### config.mk
export PLATFORM = sky130hd
export DESIGN_NAME = bus_xfer_arbiter_flat
export DESIGN_NICKNAME = d
export VERILOG_FILES = /design/src/rtl/bus_xfer_arbiter_if.sv /design/src/rtl/bus_xfer_arbiter.sv /design/src/flat_wrapper.sv
export SDC_FILE = /design/constraint.sdc
export NUM_CORES = 1
export LEC_CHECK = 0
export BUFFER_PORTS_ARGS = -buffer_cell sky130_fd_sc_hd__buf_2
export CAP_MARGIN = 30
export CORE_AREA = 2 2 372 374
export CTS_CLUSTER_SIZE = 24
export DETAILED_ROUTE_END_ITERATION = 8
export DIE_AREA = 0 0 374 376
export GPL_TIMING_DRIVEN = 1
export SKIP_CTS_REPAIR_TIMING = 1
export SYNTH_ARGS = -nofsm -noshare
export SYNTH_HDL_FRONTEND = slang
export SYNTH_SLANG_ARGS = --single-unit
### constraint.sdc
create_clock -name clock -period 4.96 [get_ports clock]
set_input_delay 0.744 -clock clock [delete_from_list [all_inputs] [get_ports clock]]
set_output_delay 0.744 -clock clock [all_outputs]
set_load 0.01 [all_outputs]
### src/rtl/bus_xfer_arbiter_if.sv
// Bus bundle between N drive-enabled sources and the bus consumers.
// The slave modport is the arbiter's view; the master modport is the sources/consumers view.
interface bus_xfer_arbiter_if #(
  parameter int N     = 24,
  parameter int WIDTH = 32,
  parameter int CNT_W = 16
);
  logic [N-1:0]       src_en;
  logic [N*WIDTH-1:0] src_data;
  logic               conflict_clr;
  logic [WIDTH-1:0]   bus_comb;
  logic [WIDTH-1:0]   bus_q;
  logic               bus_valid;
  logic [N-1:0]       grant;
  logic               conflict;
  logic [N-1:0]       conflict_vec;
  logic [CNT_W-1:0]   xfer_count;
  logic [CNT_W-1:0]   conflict_count;

  modport master (
    output src_en, src_data, conflict_clr,
    input  bus_comb, bus_q, bus_valid, grant, conflict, conflict_vec,
           xfer_count, conflict_count
  );

  modport slave (
    input  src_en, src_data, conflict_clr,
    output bus_comb, bus_q, bus_valid, grant, conflict, conflict_vec,
           xfer_count, conflict_count
  );
endinterface

### src/rtl/bus_xfer_arbiter.sv
// N-source bus arbiter: fixed-priority or round-robin grant, combinational and
// registered bus, sticky multi-driver conflict capture and transfer counting.
module bus_xfer_arbiter #(
  parameter int N        = 24,
  parameter int WIDTH    = 32,
  parameter int ARB_MODE = 0,
  parameter int CNT_W    = 16
) (
  input logic               clock,
  input logic               clear,
  bus_xfer_arbiter_if.slave bus
);
  localparam int PTR_W = (N > 1) ? $clog2(N) : 1;

  if (N < 2 || N > 32 || WIDTH < 1 || ARB_MODE < 0 || ARB_MODE > 1) begin : g_bad_params
    $error("bus_xfer_arbiter: need 2 <= N <= 32, WIDTH >= 1, ARB_MODE in {0,1}");
  end

  logic [PTR_W-1:0] r_rr_ptr;
  logic [WIDTH-1:0] r_bus_q;
  logic             r_bus_valid;
  logic             r_conflict;
  logic [N-1:0]     r_conflict_vec;
  logic [CNT_W-1:0] r_xfer_count;
  logic [CNT_W-1:0] r_conflict_count;

  logic             w_hit;
  logic [PTR_W-1:0] w_idx;
  logic [N-1:0]     w_grant;
  logic             w_multi;
  logic [WIDTH-1:0] w_masked [N];
  logic [WIDTH-1:0] w_sel_data;
  logic [WIDTH-1:0] w_bus_comb;

  always_comb begin
    logic [PTR_W:0] v_sum;
    w_hit = 1'b0;
    w_idx = '0;
    v_sum = '0;
    if (ARB_MODE == 0) begin
      for (int i = 0; i < N; i++) begin
        if (bus.src_en[i]) begin
          w_hit = 1'b1;
          w_idx = PTR_W'(i);
        end
      end
    end else begin
      // Walk offsets farthest-first so the slot nearest after r_rr_ptr is assigned last.
      for (int off = N; off >= 1; off--) begin
        v_sum = {1'b0, r_rr_ptr} + (PTR_W+1)'(off);
        if (v_sum >= (PTR_W+1)'(N)) begin
          v_sum = v_sum - (PTR_W+1)'(N);
        end
        if (bus.src_en[v_sum[PTR_W-1:0]]) begin
          w_hit = 1'b1;
          w_idx = v_sum[PTR_W-1:0];
        end
      end
    end
  end

  assign w_grant = w_hit ? (N'(1) << w_idx) : '0;
  assign w_multi = |(bus.src_en & (bus.src_en - N'(1)));

  for (genvar gi = 0; gi < N; gi++) begin : g_mux
    assign w_masked[gi] = bus.src_data[gi*WIDTH +: WIDTH] & {WIDTH{w_grant[gi]}};
  end

  always_comb begin
    w_sel_data = '0;
    for (int i = 0; i < N; i++) begin
      w_sel_data = w_sel_data | w_masked[i];
    end
  end

  // With nobody driving, the bus shows the last transferred value instead of floating.
  assign w_bus_comb = w_hit ? w_sel_data : r_bus_q;

  always_ff @(posedge clock) begin
    if (clear) begin
      r_rr_ptr         <= PTR_W'(N - 1);
      r_bus_q          <= '0;
      r_bus_valid      <= 1'b0;
      r_conflict       <= 1'b0;
      r_conflict_vec   <= '0;
      r_xfer_count     <= '0;
      r_conflict_count <= '0;
    end else begin
      if (w_hit) begin
        r_bus_q      <= w_bus_comb;
        r_bus_valid  <= 1'b1;
        r_xfer_count <= r_xfer_count + 1'b1;
        r_rr_ptr     <= w_idx;
      end else begin
        r_bus_valid  <= 1'b0;
      end

      if (w_multi) begin
        r_conflict <= 1'b1;
        if (!r_conflict || bus.conflict_clr) begin
          r_conflict_vec <= bus.src_en;
        end
        if (r_conflict_count != '1) begin
          r_conflict_count <= r_conflict_count + 1'b1;
        end
      end else if (bus.conflict_clr) begin
        r_conflict     <= 1'b0;
        r_conflict_vec <= '0;
      end
    end
  end

  assign bus.bus_comb       = w_bus_comb;
  assign bus.bus_q          = r_bus_q;
  assign bus.bus_valid      = r_bus_valid;
  assign bus.grant          = w_grant;
  assign bus.conflict       = r_conflict;
  assign bus.conflict_vec   = r_conflict_vec;
  assign bus.xfer_count     = r_xfer_count;
  assign bus.conflict_count = r_conflict_count;
endmodule
### src/flat_wrapper.sv
// flat-port wrapper written by rule: the top's interface ports become plain ports
module bus_xfer_arbiter_flat 
#(
  parameter int N        = 24,
  parameter int WIDTH    = 32,
  parameter int ARB_MODE = 0,
  parameter int CNT_W    = 16
)
  (clock, clear, bus_src_en, bus_src_data, bus_conflict_clr, bus_bus_comb, bus_bus_q, bus_bus_valid, bus_grant, bus_conflict, bus_conflict_vec, bus_xfer_count, bus_conflict_count);
  bus_xfer_arbiter_if #(.N(N), .WIDTH(WIDTH), .CNT_W(CNT_W)) bus_i ();
  input logic clock;
  input logic clear;
  input wire logic [$bits(bus_i.src_en)-1:0] bus_src_en;
  input wire logic [$bits(bus_i.src_data)-1:0] bus_src_data;
  input wire logic [$bits(bus_i.conflict_clr)-1:0] bus_conflict_clr;
  output wire logic [$bits(bus_i.bus_comb)-1:0] bus_bus_comb;
  output wire logic [$bits(bus_i.bus_q)-1:0] bus_bus_q;
  output wire logic [$bits(bus_i.bus_valid)-1:0] bus_bus_valid;
  output wire logic [$bits(bus_i.grant)-1:0] bus_grant;
  output wire logic [$bits(bus_i.conflict)-1:0] bus_conflict;
  output wire logic [$bits(bus_i.conflict_vec)-1:0] bus_conflict_vec;
  output wire logic [$bits(bus_i.xfer_count)-1:0] bus_xfer_count;
  output wire logic [$bits(bus_i.conflict_count)-1:0] bus_conflict_count;
  assign bus_i.src_en = bus_src_en;
  assign bus_i.src_data = bus_src_data;
  assign bus_i.conflict_clr = bus_conflict_clr;
  assign bus_bus_comb = bus_i.bus_comb;
  assign bus_bus_q = bus_i.bus_q;
  assign bus_bus_valid = bus_i.bus_valid;
  assign bus_grant = bus_i.grant;
  assign bus_conflict = bus_i.conflict;
  assign bus_conflict_vec = bus_i.conflict_vec;
  assign bus_xfer_count = bus_i.xfer_count;
  assign bus_conflict_count = bus_i.conflict_count;
  bus_xfer_arbiter #(.N(N), .WIDTH(WIDTH), .ARB_MODE(ARB_MODE), .CNT_W(CNT_W)) u_core (.clock(clock), .clear(clear), .bus(bus_i));
endmodule
==> impl_results.md, run 1 <==
* Status: finished with violations
* Failing checks: setup timing
* Setup ws final at -129 ps
* Most used DFF post-synth: dfxtp_1
* First-pass GRT wire length at 212000 µm
* Clk_lat worst skew at 470 ps
* Die H at 376 µm
* Syn. warnings at 0
* Register area share after synthesis at 18.0%
* Worst Max-Slew Pin Slew at 943 ps
* Skew final at 33.9 ps
* Hold depth at 1
* CP endpoint kind: primary output
* FF-to-FF path depth at 7
* Rows at 136
* Vias per inst at 4.43
* Gr ovfl total at 0
* Die ar. at 141000 µm²
* # fillers at 15900
* Achievable Freq at 196 MHz
* Post-route DRC at 0
* Critical path class: in -> out
* Crit-path max FO at 13
* Hold_ws at 482 ps
* Pre-CTS WS at -907 ps
* Pin count of the biggest net entering global routing at 52
* Crit path launch: bus_src_en[6]
* Total core area at 137000 µm²
* Via Count at 19100
* Seq cells post-synth at 90
* Peak supply drop at 0.000187 V
* Hpwl dp at 153000 µm
* Met3 WL post-DR at 18800 µm
* Avg Inst Size Synth at 7.46 µm²
* Post-Synthesis Cells at 1340
* Root Buffer: clkbuf_16
* Hold Crit Start: u_core.bus.conflict_vec[22]
* Nets at 3258
* CTS Buffer Depth at 2
* Hold Crit Class: reg -> reg
* Met2 Wirelength at 79900 µm
* Fraction of registers with async set/reset at 0%
* Post-route setup TNS at -334 ps
* Crit Reg-Reg Startpoint: u_core.bus.conflict_count[0]
* Post-synth EDFFs at 0
* Slew margin rel. at 37.1%
* H-tree lvl count at 3
* Power Total at 3.23 mW
* Antenna-violating nets left at 0
* Distinct cells, synth at 88
* Wire per inst at 40.2 µm
* Post-Syn Area at 10000 µm²
* Final Cell Area at 20300 µm²
* GRT Total Usage at 23.6%
* CP Launch Type: input port
* Max Cap Violations at 0
* Syn nets at 2137
* TritonCTS clock tree: done
* Tmin final at 5090 ps
* DR pass1 iterations at 9
* Final worst-path cycle share at 103%
* Vias in the first global route at 18200
* Clock transition at path regs at 90 ps
* Initial antenna violation count at 183
* RSZ-0062 raised after global routing: yes
* Post-DP Area at 19500 µm²
* Final GP Congestion at 1.03
* Share of layout cells above drive strength 1 at 56.1%
* Count of pins over their slew limit at 0
* Number of buffers added on ports at 940
* Worst path required time at 4220 ps
* Total Wirelength at 174000 µm
* Leak at 8.84 nW
* Area delta synth->final at 103%
* Pwr/cell area at 159 nW/µm²
* Die W at 374 µm
* Final-report setup violation count at 4
* # clock sinks at 90
* Final Hold Fails at 0
* DRT iter0 DRCs at 2209
* Uppermost layer routed: met5
* CP arrival at 4350 ps
* Starting Density at 7.32%
* Met1 WL at 66900 µm
* Ports at 941
* CTS Buf Count at 9
metal layers:
metal  global-route usage [%]  up-vias
met2                     39.1     1462
met5                        0        -
li1                         -     7787
met3                     9.36      417
met4                     8.09      110
met1                     27.6     9331
path summary, 6_finish.rpt:
check                                  to  slack, ps
max                      bus_bus_comb[26]       -130
min           u_core.bus.conflict_vec[22]        480
max reg2reg  u_core.bus.conflict_count[9]       2570
min reg2reg   u_core.bus.conflict_vec[22]        480
registers in the layout, indices dropped and copies added (netlist names):
name and flops:
u_core.bus.bus_valid 1, u_core.bus.conflict_count 16, u_core.bus.conflict 1, u_core.bus.xfer_count 16
u_core.bus.conflict_vec 24, u_core.bus.bus_q 32
worst max-delay path, stage by stage:
cell,delay [ps]
buf_2,120
or4_4,540
a21oi_4,170
buf_4,140
o21a_2,170
buf_12,140
buf_12,110
nor4_4,40
buf_12,170
a222oi_1,800
nand3_1,390
a2111oi_4,380
buf_6,190
a21oi_2,50
buf_2,150
placed cells by master, fill, tap and decap left out, types with 7 or more instances in the layout:
| cell type | instances |
|---|---|
| buf_2 | 936 |
| buf_4 | 267 |
| nor2_1 | 123 |
| nand2_1 | 100 |
| dfxtp_1 | 90 |
| nand3_1 | 79 |
| a22oi_1 | 69 |
| a21oi_1 | 65 |
| a22o_1 | 60 |
| diode_2 | 56 |
| buf_12 | 53 |
| a221oi_1 | 49 |
| a221o_1 | 40 |
| a222oi_1 | 39 |
| nor3_1 | 33 |
| nand4_1 | 33 |
| and3_1 | 27 |
| o211ai_1 | 21 |
| nor4_1 | 18 |
| o21ai_0 | 18 |
| mux2i_1 | 14 |
| xor2_1 | 14 |
| a32oi_1 | 12 |
| a211oi_1 | 11 |
| or3_1 | 11 |
| inv_1 | 10 |
| a2111oi_0 | 10 |
| clkbuf_16 | 10 |
| mux2_2 | 9 |
| a31oi_1 | 9 |
| a2111oi_2 | 8 |
| nor3_2 | 8 |
| o2111ai_1 | 8 |
| a32o_1 | 8 |
| nor4_4 | 7 |
| nor2b_1 | 7 |
| and2_1 | 7 |
| a2bb2oi_1 | 7 |
| and4_1 | 7 |
report_power, final:
| group | leakage (nW) | internal, mW | switching [mW] |
|---|---|---|---|
| registers | 0.742 | 0.765 | 0.0286 |
| clock network | 0.155 | 0.411 | 0.544 |
| logic | 7.94 | 0.607 | 0.873 |
| total | 8.84 | 1.78 | 1.45 |
Yosys cell counts (39+ instances only):
master    count  area share [%]
clkbuf_1     66             2.5
nand3_1      81             4.1
dfxtp_1      90              18
a22o_1       60             5.3
nand2_1     101             3.8
a221oi_1     53             4.6
a222oi_1     39             3.9
nor2_1      126             4.7
a22oi_1      71             5.3
a21oi_1      69             3.5
a221o_1      42             4.2
buf_2        62             3.1
through the flow:
| step | utilization [%] | instances |
|---|---|---|
| after floorplan | - | 1340 |
| final | 14.9 | 4316 |
| after detailed placement | 14.2 | 4235 |
| after global placement | 14.2 | 4230 |
| after CTS | 14.5 | 4251 |
| after global routing | 14.8 | 4284 |
area by class of cell:
type                    instances  area, µm²  area share (%)
clock inverters                 7       96.3           0.475
diodes                         56        140           0.691
repair buffers               1263       7840            38.6
clock buffers                   9        225            1.11
multi-input cells            1087       7910            39.0
flip-flops and latches         90       1800            8.88
inverters                      10       37.5           0.185
well taps                    1794       2240            11.1
kinds of logic after synthesis:
kind of cell | after synthesis | synth area share (%)
XOR/XNOR | 20 | 1.75
multiplexers | 24 | 2.53
adder cells (fa/ha/maj) | 2 | 0.250
AND/OR/NAND/NOR | 519 | 27.3
buffers and inverters | 163 | 7.72
flip-flops | 90 | 18.0
AO/OA/AOI/OAI | 522 | 42.5
Note: power is estimated with default switching activity, not from simulation.
==> run 2, diff against run 1 <==
Settings changed: SKIP_CTS_REPAIR_TIMING 1 to not set.
==> impl_results.md, run 2 (synthesis gave the netlist of run 1 again) <==
* Share of layout cells above drive strength 1 at 56.3% (was 56.1%)
* Reg power frac at 24.6% (about the same)
* Slew margin rel. at 39.2% (was 37.1%)
* Die ar. at 141000 µm² (unchanged)
* CTS Buffer Depth at 2 (unchanged)
* Combinational power share at 45.9% (was 45.8%)
* Ports at 941 (unchanged)
* Hold Crit Start: u_core.bus.conflict_vec[22] (unchanged)
* Commonest non-fill, non-tap cell in the layout: buf_2 (unchanged)
* Peak supply drop at 0.000189 V (was 0.000187 V)
* CP peak stage delay at 590 ps (was 800 ps)
* Most used cell, CP: buf_4 (was buf_12)
* Flop2flop setup slack at 2580 ps (was 2570 ps)
* Post-route DRC at 0 (unchanged)
* Achievable Freq at 201 MHz (was 196 MHz)
* # fillers at 15800 (was 15900)
* CP arrival at 4240 ps (was 4350 ps)
* Skew final at 32.9 ps (was 33.9 ps)
* Clock transition at path regs at 90 ps (about the same)
* RSZ-0062 raised after global routing: yes (unchanged)
* P_int at 1.79 mW (was 1.78 mW)
* Crit-path slowest cell: or4_1 (was a222oi_1)
* Vias per inst at 4.38 (was 4.43)
* Rows at 136 (unchanged)
* Leak at 8.88 nW (was 8.84 nW)
* Via Count at 18900 (was 19100)
* H-tree lvl count at 3 (unchanged)
* Gr ovfl total at 0 (unchanged)
* Starting Density at 7.32% (unchanged)
* Status: finished with violations (unchanged)
* Max FFs per register at 32 (unchanged)
* Setup ws final at -21.7 ps (was -129 ps)
* Hpwl dp at 153000 µm (unchanged)
* DR pass1 iterations at 9 (unchanged)
* CP delay by family, top: simple AND/OR/NAND/NOR gates (was compound AO/OA/AOI/OAI gates)
* Post-Layout Cell Count at 4324 (was 4316)
* Final worst-path cycle share at 100% (was 103%)
* Power Total at 3.23 mW (about the same)
* R2R Path End: u_core.bus.conflict_count[9] (unchanged)
* Sw frac at 44.7% (was 44.8%)
* Final-report setup violation count at 1 (was 4)
* Critical path class: in -> out (unchanged)
* Hold EP: u_core.bus.conflict_vec[22] (unchanged)
* CTS Buf Count at 9 (unchanged)
* Max Cap Violations at 0 (unchanged)
* # clock sinks at 90 (unchanged)
* Die W at 374 µm (unchanged)
* Final Hold Fails at 0 (unchanged)
* Post-placement cell count at 4235 (unchanged)
* Clk_lat worst skew at 470 ps (about the same)
* Total core area at 137000 µm² (unchanged)
* Clock share of power at 29.5% (was 29.6%)
* Commonest non-fill, non-tap cells in the layout: buf_2, buf_4, nor2_1 (unchanged)
* Final Cell Area at 20400 µm² (was 20300 µm²)
* Hold depth at 1 (unchanged)
* P_sw at 1.44 mW (was 1.45 mW)
* First-pass GRT wire length at 214000 µm (was 212000 µm)
* Pin count of the biggest net entering global routing at 52 (unchanged)
* Worst Max-Slew Pin Slew at 912 ps (was 943 ps)
* Failing checks: setup timing (unchanged)
* Worst path required time at 4220 ps (about the same)
* GRT Total Usage at 23.8% (was 23.6%)
* Final GP Congestion at 1.03 (unchanged)
* Root Buffer: clkbuf_16 (unchanged)
* Worst Path Buf+Inv at 6 (was 7)
* Total Wirelength at 175000 µm (was 174000 µm)
* Hold Crit Class: reg -> reg (unchanged)
* Die H at 376 µm (unchanged)
* DRT iter0 DRCs at 2259 (was 2209)
* Pwr/cell area at 159 nW/µm² (about the same)
* TritonCTS clock tree: done (unchanged)
* Post-DP Area at 19500 µm² (unchanged)
* Tmin final at 4980 ps (was 5090 ps)
* Hold_buf cts at 0
* CP Launch Type: input port (unchanged)
* Initial antenna violation count at 190 (was 183)
* CP endpoint kind: primary output (unchanged)
* Cells along the critical path: buf_2 > or4_1 > nor4_4 > buf_12 > nand2_2 > a21oi_4 > buf_4 > buf_4 > a22oi_1 > a21oi_1 > nor3_2 > buf_4 > a21oi_1 > buf_2 (was buf_2 > or4_4 > a21oi_4 > buf_4 > o21a_2 > buf_12 > buf_12 > nor4_4 > buf_12 > a222oi_1 > nand3_1 > a2111oi_4 > buf_6 > a21oi_2 > buf_2)
* Antenna-violating nets left at 0 (unchanged)
* FF-to-FF path depth at 7 (unchanged)
* Vias in the first global route at 18300 (was 18200)
* Wire per inst at 40.5 µm (was 40.2 µm)
* Number of buffers added on ports at 940 (unchanged)
* Crit-path max FO at 15 (was 13)
* Count of pins over their slew limit at 0 (unchanged)
* Crit Reg-Reg Startpoint: u_core.bus.conflict_count[0] (unchanged)
* Area delta synth->final at 104% (was 103%)
* Nets at 3261 (was 3258)
[run 2: timing repair]
item | in CTS | in global routing
pin swaps | 11 | 11
setup buffers | 13 | 4
setup endpoints to repair | 13 | 19
resized for setup | 48 | 21
cloned | 1 | 0
[run 2: layout make-up]
class | count | area, µm² | share of cell area [%]
tap | 1794 | 2240 | 11.0
timing repair buffer | 1266 | 7880 | 38.7
clock inverter | 7 | 96.3 | 0.473
clock buffer | 9 | 225 | 1.10
antenna | 61 | 153 | 0.749
multi-input combinational | 1087 | 7940 | 39.0
sequential | 90 | 1800 | 8.84
inverter | 10 | 37.5 | 0.184
[run 2: power groups by stage]
stage          registers (mW)  clock network [mW]  logic (mW)
2_1_floorplan           0.824                   0       0.355
3_3_place_gp            0.809                   0        1.47
3_5_place_dp            0.810                   0        1.47
4_1_cts                 0.794                1.01        1.49
5_1_grt                 0.798                1.01        1.54
6_report                0.794               0.954        1.48
[run 2: worst max-delay path by stage]
stage | startpoint | to | cells past startpoint
after floorplan | bus_src_en[17] | bus_bus_comb[29] | 12
after global placement | bus_src_en[23] | bus_bus_comb[14] | 15
after detailed placement | bus_src_en[23] | bus_bus_comb[14] | 16
after CTS | bus_src_en[21] | bus_bus_comb[26] | 13
after global routing | bus_src_en[19] | bus_bus_comb[26] | 14
final | bus_src_en[16] | bus_bus_comb[16] | 14
[run 2: through the flow]
step | hold WS, ps | worst slack [ps] | setup TNS [ps] | util (%)
2_1_floorplan | 503 | 1090 | 0 | -
3_3_place_gp | 457 | -2090 | -8530 | 14.2
3_5_place_dp | 452 | -907 | -4700 | 14.2
4_1_cts | 483 | -144 | -473 | 14.7
5_1_grt | 492 | -134 | -181 | 14.9
6_report | 479 | -21.7 | -21.7 | 14.9
[run 2: routing by layer]
layer	global-route usage, %	share of wire [%]
met5	0	0.47
met4	8.14	3.8
met3	9.63	11
met2	39.5	46
met1	27.6	39
